**src/rtl/sram_stream_reader.sv**
```systemverilog
// sram_stream_reader
//   Read-side sequencer for a 1W/1R SRAM whose read port has 1-cycle latency
//   and an active-low enable. A start pulse launches a job that reads len
//   consecutive words from base. The words are presented as a valid/ready
//   stream through a 2-entry skid FIFO, which absorbs the read latency under
//   backpressure.
//
// Build option
//   SRAM_RD_WRAP_EN : when defined, the read address wraps at DEPTH
//                     (DEPTH-1 -> 0). When undefined, the address wraps
//                     naturally modulo 2^WADDR.
//
// Ports
//   clk       in   single clock (block and SRAM read port)
//   rstn      in   asynchronous active-low reset
//   start     in   job request pulse, accepted only while idle
//   base      in   first word address, latched on accepted start
//   len       in   word count, latched on accepted start (0 = empty job)
//   busy      out  job in progress
//   done      out  1-cycle pulse after the last word is accepted
//   sram_cen  out  SRAM read enable, active-low
//   sram_a    out  SRAM read address
//   sram_q    in   SRAM read data, valid 1 cycle after sram_cen==0
//   m_valid   out  stream data valid
//   m_data    out  stream data (FIFO head)
//   m_ready   in   downstream accept
module sram_stream_reader #(
  parameter int WWORD = 32,
  parameter int WADDR = 5,
  parameter int DEPTH = 24
) (
  input  logic             clk,
  input  logic             rstn,
  input  logic             start,
  input  logic [WADDR-1:0] base,
  input  logic [WADDR:0]   len,
  output logic             busy,
  output logic             done,
  output logic             sram_cen,
  output logic [WADDR-1:0] sram_a,
  input  logic [WWORD-1:0] sram_q,
  output logic             m_valid,
  output logic [WWORD-1:0] m_data,
  input  logic             m_ready
);

  // The address ring can never be larger than the address space.
  if (DEPTH < 1 || DEPTH > (1 << WADDR)) begin : g_bad_depth
    $error("sram_stream_reader: DEPTH must be in 1..2^WADDR");
  end

  typedef enum logic [1:0] {
    S_IDLE = 2'd0,
    S_RUN  = 2'd1,
    S_FIN  = 2'd2
  } state_e;

  state_e           state_q;
  logic             busy_q;
  logic             done_q;
  logic [WADDR-1:0] addr_q;
  logic [WADDR-1:0] addr_d;
  logic [WADDR:0]   rem_issue_q;
  logic [WADDR:0]   rem_pop_q;
  logic             inflight_q;
  logic [WWORD-1:0] fifo_q [2];
  logic             wr_ptr_q;
  logic             rd_ptr_q;
  logic [1:0]       fifo_cnt_q;

  logic             accept_s;
  logic             pop_s;
  logic             last_pop_s;
  logic             issue_s;
  logic [2:0]       occ_s;

  assign accept_s   = (state_q == S_IDLE) && start;
  assign pop_s      = (fifo_cnt_q != 2'd0) && m_ready;
  assign last_pop_s = pop_s && (rem_pop_q == (WADDR+1)'(1));

  // Words already committed (buffered or in flight). A read may only be
  // issued if it still fits once this cycle's pop is accounted for, which
  // keeps the FIFO from overflowing without stalling a full-rate stream.
  assign occ_s   = {1'b0, fifo_cnt_q} + {2'b00, inflight_q};
  assign issue_s = (state_q == S_RUN) && (rem_issue_q != (WADDR+1)'(0)) &&
                   (occ_s < (3'd2 + {2'b00, pop_s}));

  assign busy     = busy_q;
  assign done     = done_q;
  assign sram_cen = ~issue_s;
  assign sram_a   = addr_q;
  assign m_valid  = (fifo_cnt_q != 2'd0);
  assign m_data   = fifo_q[rd_ptr_q];

  // Next read address after an issue.
  always_comb begin
`ifdef SRAM_RD_WRAP_EN
    if (addr_q == WADDR'(DEPTH - 1)) begin
      addr_d = '0;
    end else begin
      addr_d = addr_q + WADDR'(1);
    end
`else
    addr_d = addr_q + WADDR'(1);
`endif
  end

  // Job-control FSM with registered busy/done.
  always_ff @(posedge clk or negedge rstn) begin
    if (!rstn) begin
      state_q <= S_IDLE;
      busy_q  <= 1'b0;
      done_q  <= 1'b0;
    end else begin
      case (state_q)
        S_IDLE: begin
          if (start) begin
            if (len != (WADDR+1)'(0)) begin
              state_q <= S_RUN;
              busy_q  <= 1'b1;
            end else begin
              state_q <= S_FIN;
              done_q  <= 1'b1;
            end
          end
        end
        S_RUN: begin
          if (last_pop_s) begin
            state_q <= S_FIN;
            busy_q  <= 1'b0;
            done_q  <= 1'b1;
          end
        end
        S_FIN: begin
          state_q <= S_IDLE;
          done_q  <= 1'b0;
        end
        default: begin
          state_q <= S_IDLE;
          busy_q  <= 1'b0;
          done_q  <= 1'b0;
        end
      endcase
    end
  end

  // Address and remaining-word counters; loaded only when a job is accepted.
  always_ff @(posedge clk or negedge rstn) begin
    if (!rstn) begin
      addr_q      <= '0;
      rem_issue_q <= '0;
      rem_pop_q   <= '0;
      inflight_q  <= 1'b0;
    end else begin
      inflight_q <= issue_s;
      if (accept_s) begin
        addr_q      <= base;
        rem_issue_q <= len;
        rem_pop_q   <= len;
      end else begin
        if (issue_s) begin
          addr_q      <= addr_d;
          rem_issue_q <= rem_issue_q - (WADDR+1)'(1);
        end
        if (pop_s && (rem_pop_q != (WADDR+1)'(0))) begin
          rem_pop_q <= rem_pop_q - (WADDR+1)'(1);
        end
      end
    end
  end

  // Two-entry skid FIFO: push returning read data, pop on handshake.
  always_ff @(posedge clk or negedge rstn) begin
    if (!rstn) begin
      fifo_q[0]  <= '0;
      fifo_q[1]  <= '0;
      wr_ptr_q   <= 1'b0;
      rd_ptr_q   <= 1'b0;
      fifo_cnt_q <= 2'd0;
    end else begin
      if (inflight_q) begin
        fifo_q[wr_ptr_q] <= sram_q;
        wr_ptr_q         <= ~wr_ptr_q;
      end
      if (pop_s) begin
        rd_ptr_q <= ~rd_ptr_q;
      end
      fifo_cnt_q <= fifo_cnt_q + {1'b0, inflight_q} - {1'b0, pop_s};
    end
  end

endmodule

```
**config.mk**
```make
export PLATFORM = sky130hd
export DESIGN_NAME = sram_stream_reader
export DESIGN_NICKNAME = d
export VERILOG_FILES = /design/src/rtl/sram_stream_reader.sv
export SDC_FILE = /design/constraint.sdc
export NUM_CORES = 1
export LEC_CHECK = 0
export BUFFER_PORTS_ARGS = -buffer_cell sky130_fd_sc_hd__buf_2
export CAP_MARGIN = 20
export CORE_MARGIN = 2
export CORE_UTILIZATION = 55
export CTS_BUF_LIST = sky130_fd_sc_hd__clkbuf_4 sky130_fd_sc_hd__clkbuf_8
export CTS_CLUSTER_DIAMETER = 40
export DETAILED_ROUTE_END_ITERATION = 16
export PLACE_DENSITY = 0.79
export SLEW_MARGIN = 20
export SYNTH_ARGS = -nofsm -noshare
export SYNTH_HDL_FRONTEND = slang
export SYNTH_SLANG_ARGS = --single-unit
```
**constraint.sdc**
```tcl
create_clock -name clk -period 1.93 [get_ports clk]
set_input_delay 0.386 -clock clk [delete_from_list [all_inputs] [get_ports clk]]
set_output_delay 0.386 -clock clk [all_outputs]
set_load 0.1 [all_outputs]
```
# Yosys cells after proc, flatten, opt, wreduce, memory -nomap -nowiden
# Cells that the tools add are included.
# totals
ff_bits	90
in_bits	47
out_inout_bits	41
# classes
n_addsub	7
order_cmp	4
n_eq_ne	7
muxes	24
bitwise_logic	6
n_reduce_logical	17
# ops
operator	count
$mux W32	4
$bwmux W64	1
$demux W32 S1	1
$mux W6	4
$reduce_bool A6 Y1	3
$sub A6 B1 Y6 const B	2
$mux W5	2
$logic_and A1 B1 Y1	7
$eq A6 B1 Y1 const B	1
$mux W1	6
$mux W2	3
$ne A2 B2 Y1 const B	3
$reduce_bool A2 Y1	3
$add A5 B1 Y5 const B	1
$ge A2 B2 Y1 const B	2
$not A1 Y1	4
$not A1 Y2	2
$pmux W2 S2	1
$reduce_and A4 Y1	1
$add A2 B1 Y3	1
$add A2 B1 Y3 const A	1
$lt A3 B3 Y1	1
$pmux W1 S3	1
$reduce_and A3 Y1	1
other kinds (9)	9

# Depth between registers and ports, before layout
# depth
ltp_word	7
mapped_depth	8
ltp_nobuf	8

# Worst setup path before layout
# No wires, ideal clock.
# synth_path
kind	reg2reg
from	register inflight_q
to	register addr_q[3], in the netlist sram_a[3]
setup_ns	0.088
arrival_ns	1.940
required_ns	1.842
slack_ns	-0.097
stages_incl_launch_ff	8
n_path_buf	1
period_less_slack_ns	2.027
path_cell_list	dfrtp_1 -> ha_1 -> ha_1 -> o21ai_0 -> nand2_1 -> buf_2 -> o22ai_1 -> nor3_1
# synth_between
elab_chain_len	4
# synth_rtl
element	line_no	source
from (decl)	65	logic inflight_q;
from (signal assigned)	155	inflight_q <= issue_s;
$add A2 B1 Y3	84	assign occ_s = {1'b0, fifo_cnt_q} + {2'b00, inflight_q};
$lt A3 B3 Y1	86	(occ_s < (3'd2 + {2'b00, pop_s}));
$logic_and A1 B1 Y1	85	assign issue_s = (state_q == S_RUN) && (rem_issue_q != (WADDR+1)'(0)) &&
$reduce_bool A2 Y1 (no source line)	-	
to (signal assigned)	157	addr_q <= base;
to (signal assigned)	162	addr_q <= addr_d;
to (decl)	61	logic [WADDR-1:0] addr_q;
# No other way between the ends.
# A chain may end at the register's enable or synchronous reset.

# Worst setup path in the final report
# layout_path
from	register rem_issue_q[0]
to	output port sram_cen
# layout_between
elab_chain_len	4
# layout_rtl
element	line_no	source
from (decl)	63	logic [WADDR:0] rem_issue_q;
from (signal assigned)	158	rem_issue_q <= len;
from (signal assigned)	163	rem_issue_q <= rem_issue_q - (WADDR+1)'(1);
$reduce_bool A6 Y1	85	
$logic_and A1 B1 Y1 (2 in series)	85	
$not A1 Y1	90	assign sram_cen = ~issue_s;
to (decl)	39	output logic sram_cen,
# No other way between the ends.

==> reports/metrics.cfg <==
[global_routing]
track_usage_pct = 23.60
grt_pass1_wl_um = 15670
first_global_vias = 3236
grt_max_degree = 39
grt_overflow_total = 0
antenna_found_initial = 0

[floorplan]
ioPinCount = 88
start_util_pct = 57.19
die_y_um = 91.08
core_sq_mm = 0.007292
dieArea_sq_mm = 0.008295
die_w_um = 91.08
rows = 31

[timing]
finClkSkew_ns = 0.008070
finalHoldViolCount = 0
worst_hold_slack_ns = 0.2402
max_freq_ghz = 0.4779
rsz0062_at_grt = yes
setup_viol = 22
fin_ws_ns = -0.1625
slew_headroom_pct = 64.75
finalCriticalPeriod_ns = 2.093
slew_viol_final = 0
finalCritPeriodShare_pct = 108.4
tightest_slew_ns = 0.5264

[yosys]
async_flop_share_pct = 100.0
syn_nets = 376
synth-compound-area-share_pct = 6.091
yosys.area_share.simple_pct = 6.841
yosys.area_share.adder_pct = 2.700
ys_seq_area_share_pct = 54.01
yosys_warnings = 0
synthMuxAreaShare_pct = 26.19
synthCells = 320
synth_cell_type_count = 41
synth-main-ff-cell = dfrtp_1
synth-xor-area-share_pct = 1.890
synth_edf_count = 0
ys_ff_latch = 90
syn_area_per_cell_sq_um = 13.03
synth_top_family_by_area = multiplexers
netlist_area_sq_mm = 0.004170

[worst_setup_path]
cpLargestDelayFamily = flip-flops
worstPathMaxFanout = 2
critPathBufInv = 2
rr_endpoint = rem_issue_q[4]
crit_type = reg -> out
r2r_slack_ns = -0.10
timing.rr.start = rem_issue_q[0]
crit_chain = inv_2 -> ha_4 -> nor3b_4 -> a211oi_2 -> nand2_2 -> buf_12
slowest_delay_ns = 0.38
reg2reg_depth = 10
arrival_ns = 1.71
startpoint_type = register
cp.required_ns = 1.54
critPathCaptureType = output pin
slowest_stage = dfrtp_1

[cells_and_area]
post-route-util_pct = 80.06
nNetsFinal = 489
synthToLayoutAreaGrowth_pct = 39.99
mostFrequentLayoutCells = 89 x dfrtp_1, 78 x mux2_2, 53 x buf_2
layout_commonest_cell = dfrtp_1
drive_gt1_share_pct = 57.53
n_antenna_cell = 0

[outcome]
violations = negative setup slack
outcome = finished with violations

[clock_tree]
cts.htree.levels = 3
cts_sinks = 90
root_buffer = clkbuf_8
cts_tree = yes
cts_buffers = 9
clk_pin_slew_ns = 0.09
clkLatencyLatePin_ns = 0.34
cts_max_path_buffers = 2

[detailed_routing]
postRouteAntennaNets = 0
finalWirelength_um = 9852
wire_per_inst_um = 18.35
drtIter0Drc = 153
via_per_inst = 5.691
via_count = 3056
drc = 0
firstDrtPassIters = 4

[min_path]
hold-path-cell-count = 3
hp-start = base[1]
min_path_type = in -> reg
hold_end = sram_a[1]

[place]
dp_hpwl_um = 6260
io_buffers = 87
gp_congestion = 0.8013

[job]
drv_cap = 0

[area by class of cell]
type / count / area, sq um
Sequential cell: 90 / 2253
Timing Repair Buffer: 116 / 1232
Clock buffer: 10 / 137.6
Clock inverter: 6 / 88.84
Multi-Input combinational cell: 206 / 1962
Tap cell: 99 / 123.9
Inverter: 10 / 40.04
Fill cell: 417 / 1454
[tightest hold or removal path, stage by stage]
cell,delay (ns)
buf_2,0.08
nand2_1,0.04
nand3_1,0.05
[timing repair]
item                                   CTS  global route
cloned                                   1             1
pin swaps                                3             5
gates resized for setup                 28            16
buffers inserted                         8             4
hold buffers                             1             0
setup endpoints to repair               34            43
endpoints found under the hold margin   27             0
[registers in the layout (all words and copies together) (netlist names)]
signal / count
busy: 1
done: 1
fifo_cnt_q: 2
fifo_q: 64
inflight_q: 1
rd_ptr_q: 1
rem_issue_q: 6
rem_pop_q: 6
sram_a: 5
state_q: 2
wr_ptr_q: 1
[stage by stage]
step	setup slack, ns	instance area [sq um]	setup TNS (ns)	cells
finish	-0.1625	5838	-0.8855	537
global route	-0.2558	5838	-2.254	537
CTS	-0.1401	5751	-1.287	534
detailed placement	0.007797	5335	0	508
global placement	0.09846	5335	0	508
floorplan	0.06999	4173	0	320
[cells in the mapped netlist (3+ instances only)]
| cell | n | area (sq um) |
|---|---|---|
| nor3b_1 | 4 | 30.03 |
| ha_1 | 9 | 112.6 |
| nor3_1 | 7 | 35.03 |
| nand2_1 | 17 | 63.81 |
| nor2_1 | 12 | 45.04 |
| o21ai_0 | 8 | 40.04 |
| dfrtp_1 | 90 | 2252 |
| a31oi_1 | 3 | 18.77 |
| xor2_1 | 4 | 35.03 |
| nand3_1 | 4 | 20.02 |
| a221o_1 | 3 | 30.03 |
| inv_1 | 9 | 33.78 |
| buf_1 | 3 | 11.26 |
| a21oi_1 | 5 | 25.02 |
| xnor2_1 | 5 | 43.79 |
| o22ai_1 | 3 | 18.77 |
| mux2_2 | 95 | 1070 |
| buf_2 | 4 | 20.02 |
| nand4_1 | 3 | 18.77 |
| clkbuf_1 | 7 | 26.28 |
[cells by family (layout without fill, tap and decap cells)]
family                   count (synthesis)  count (layout)
buffers and inverters                   24             142
flip-flops                              90              90
AND/OR/NAND/NOR                         55              55
adder cells (fa/ha/maj)                  9               9
XOR/XNOR                                 9               9
multiplexers                            97              97
AO/OA/AOI/OAI                           36              36
[per-layer routing]
layer | track usage, % | part of all wire [%] | wire (um) | up-vias
met4 | 7.702 | 3.0 | 300 | 0
met5 | 0 | 0 | 0 | -
met2 | 40.37 | 52 | 5146 | 118
met3 | 3.817 | 4.3 | 422 | 29
li1 | - | - | - | 1382
met1 | 30.83 | 40 | 3982 | 1527
[how the worst max path moves through the flow]
stage,startpoint,end,slack [ns],depth (start not counted)
floorplan,inflight_q,sram_a[4],0.07,7
global placement,rem_issue_q[1],sram_cen,0.1,7
detailed placement,rem_issue_q[1],rem_issue_q[4],0.008,9
CTS,rem_issue_q[0],sram_cen,-0.14,7
global route,rem_issue_q[0],sram_cen,-0.26,6
finish,rem_issue_q[0],sram_cen,-0.16,6
Power is not shown: default switching activity piles up to over one toggle a cycle in this logic, so the estimate is an artifact.
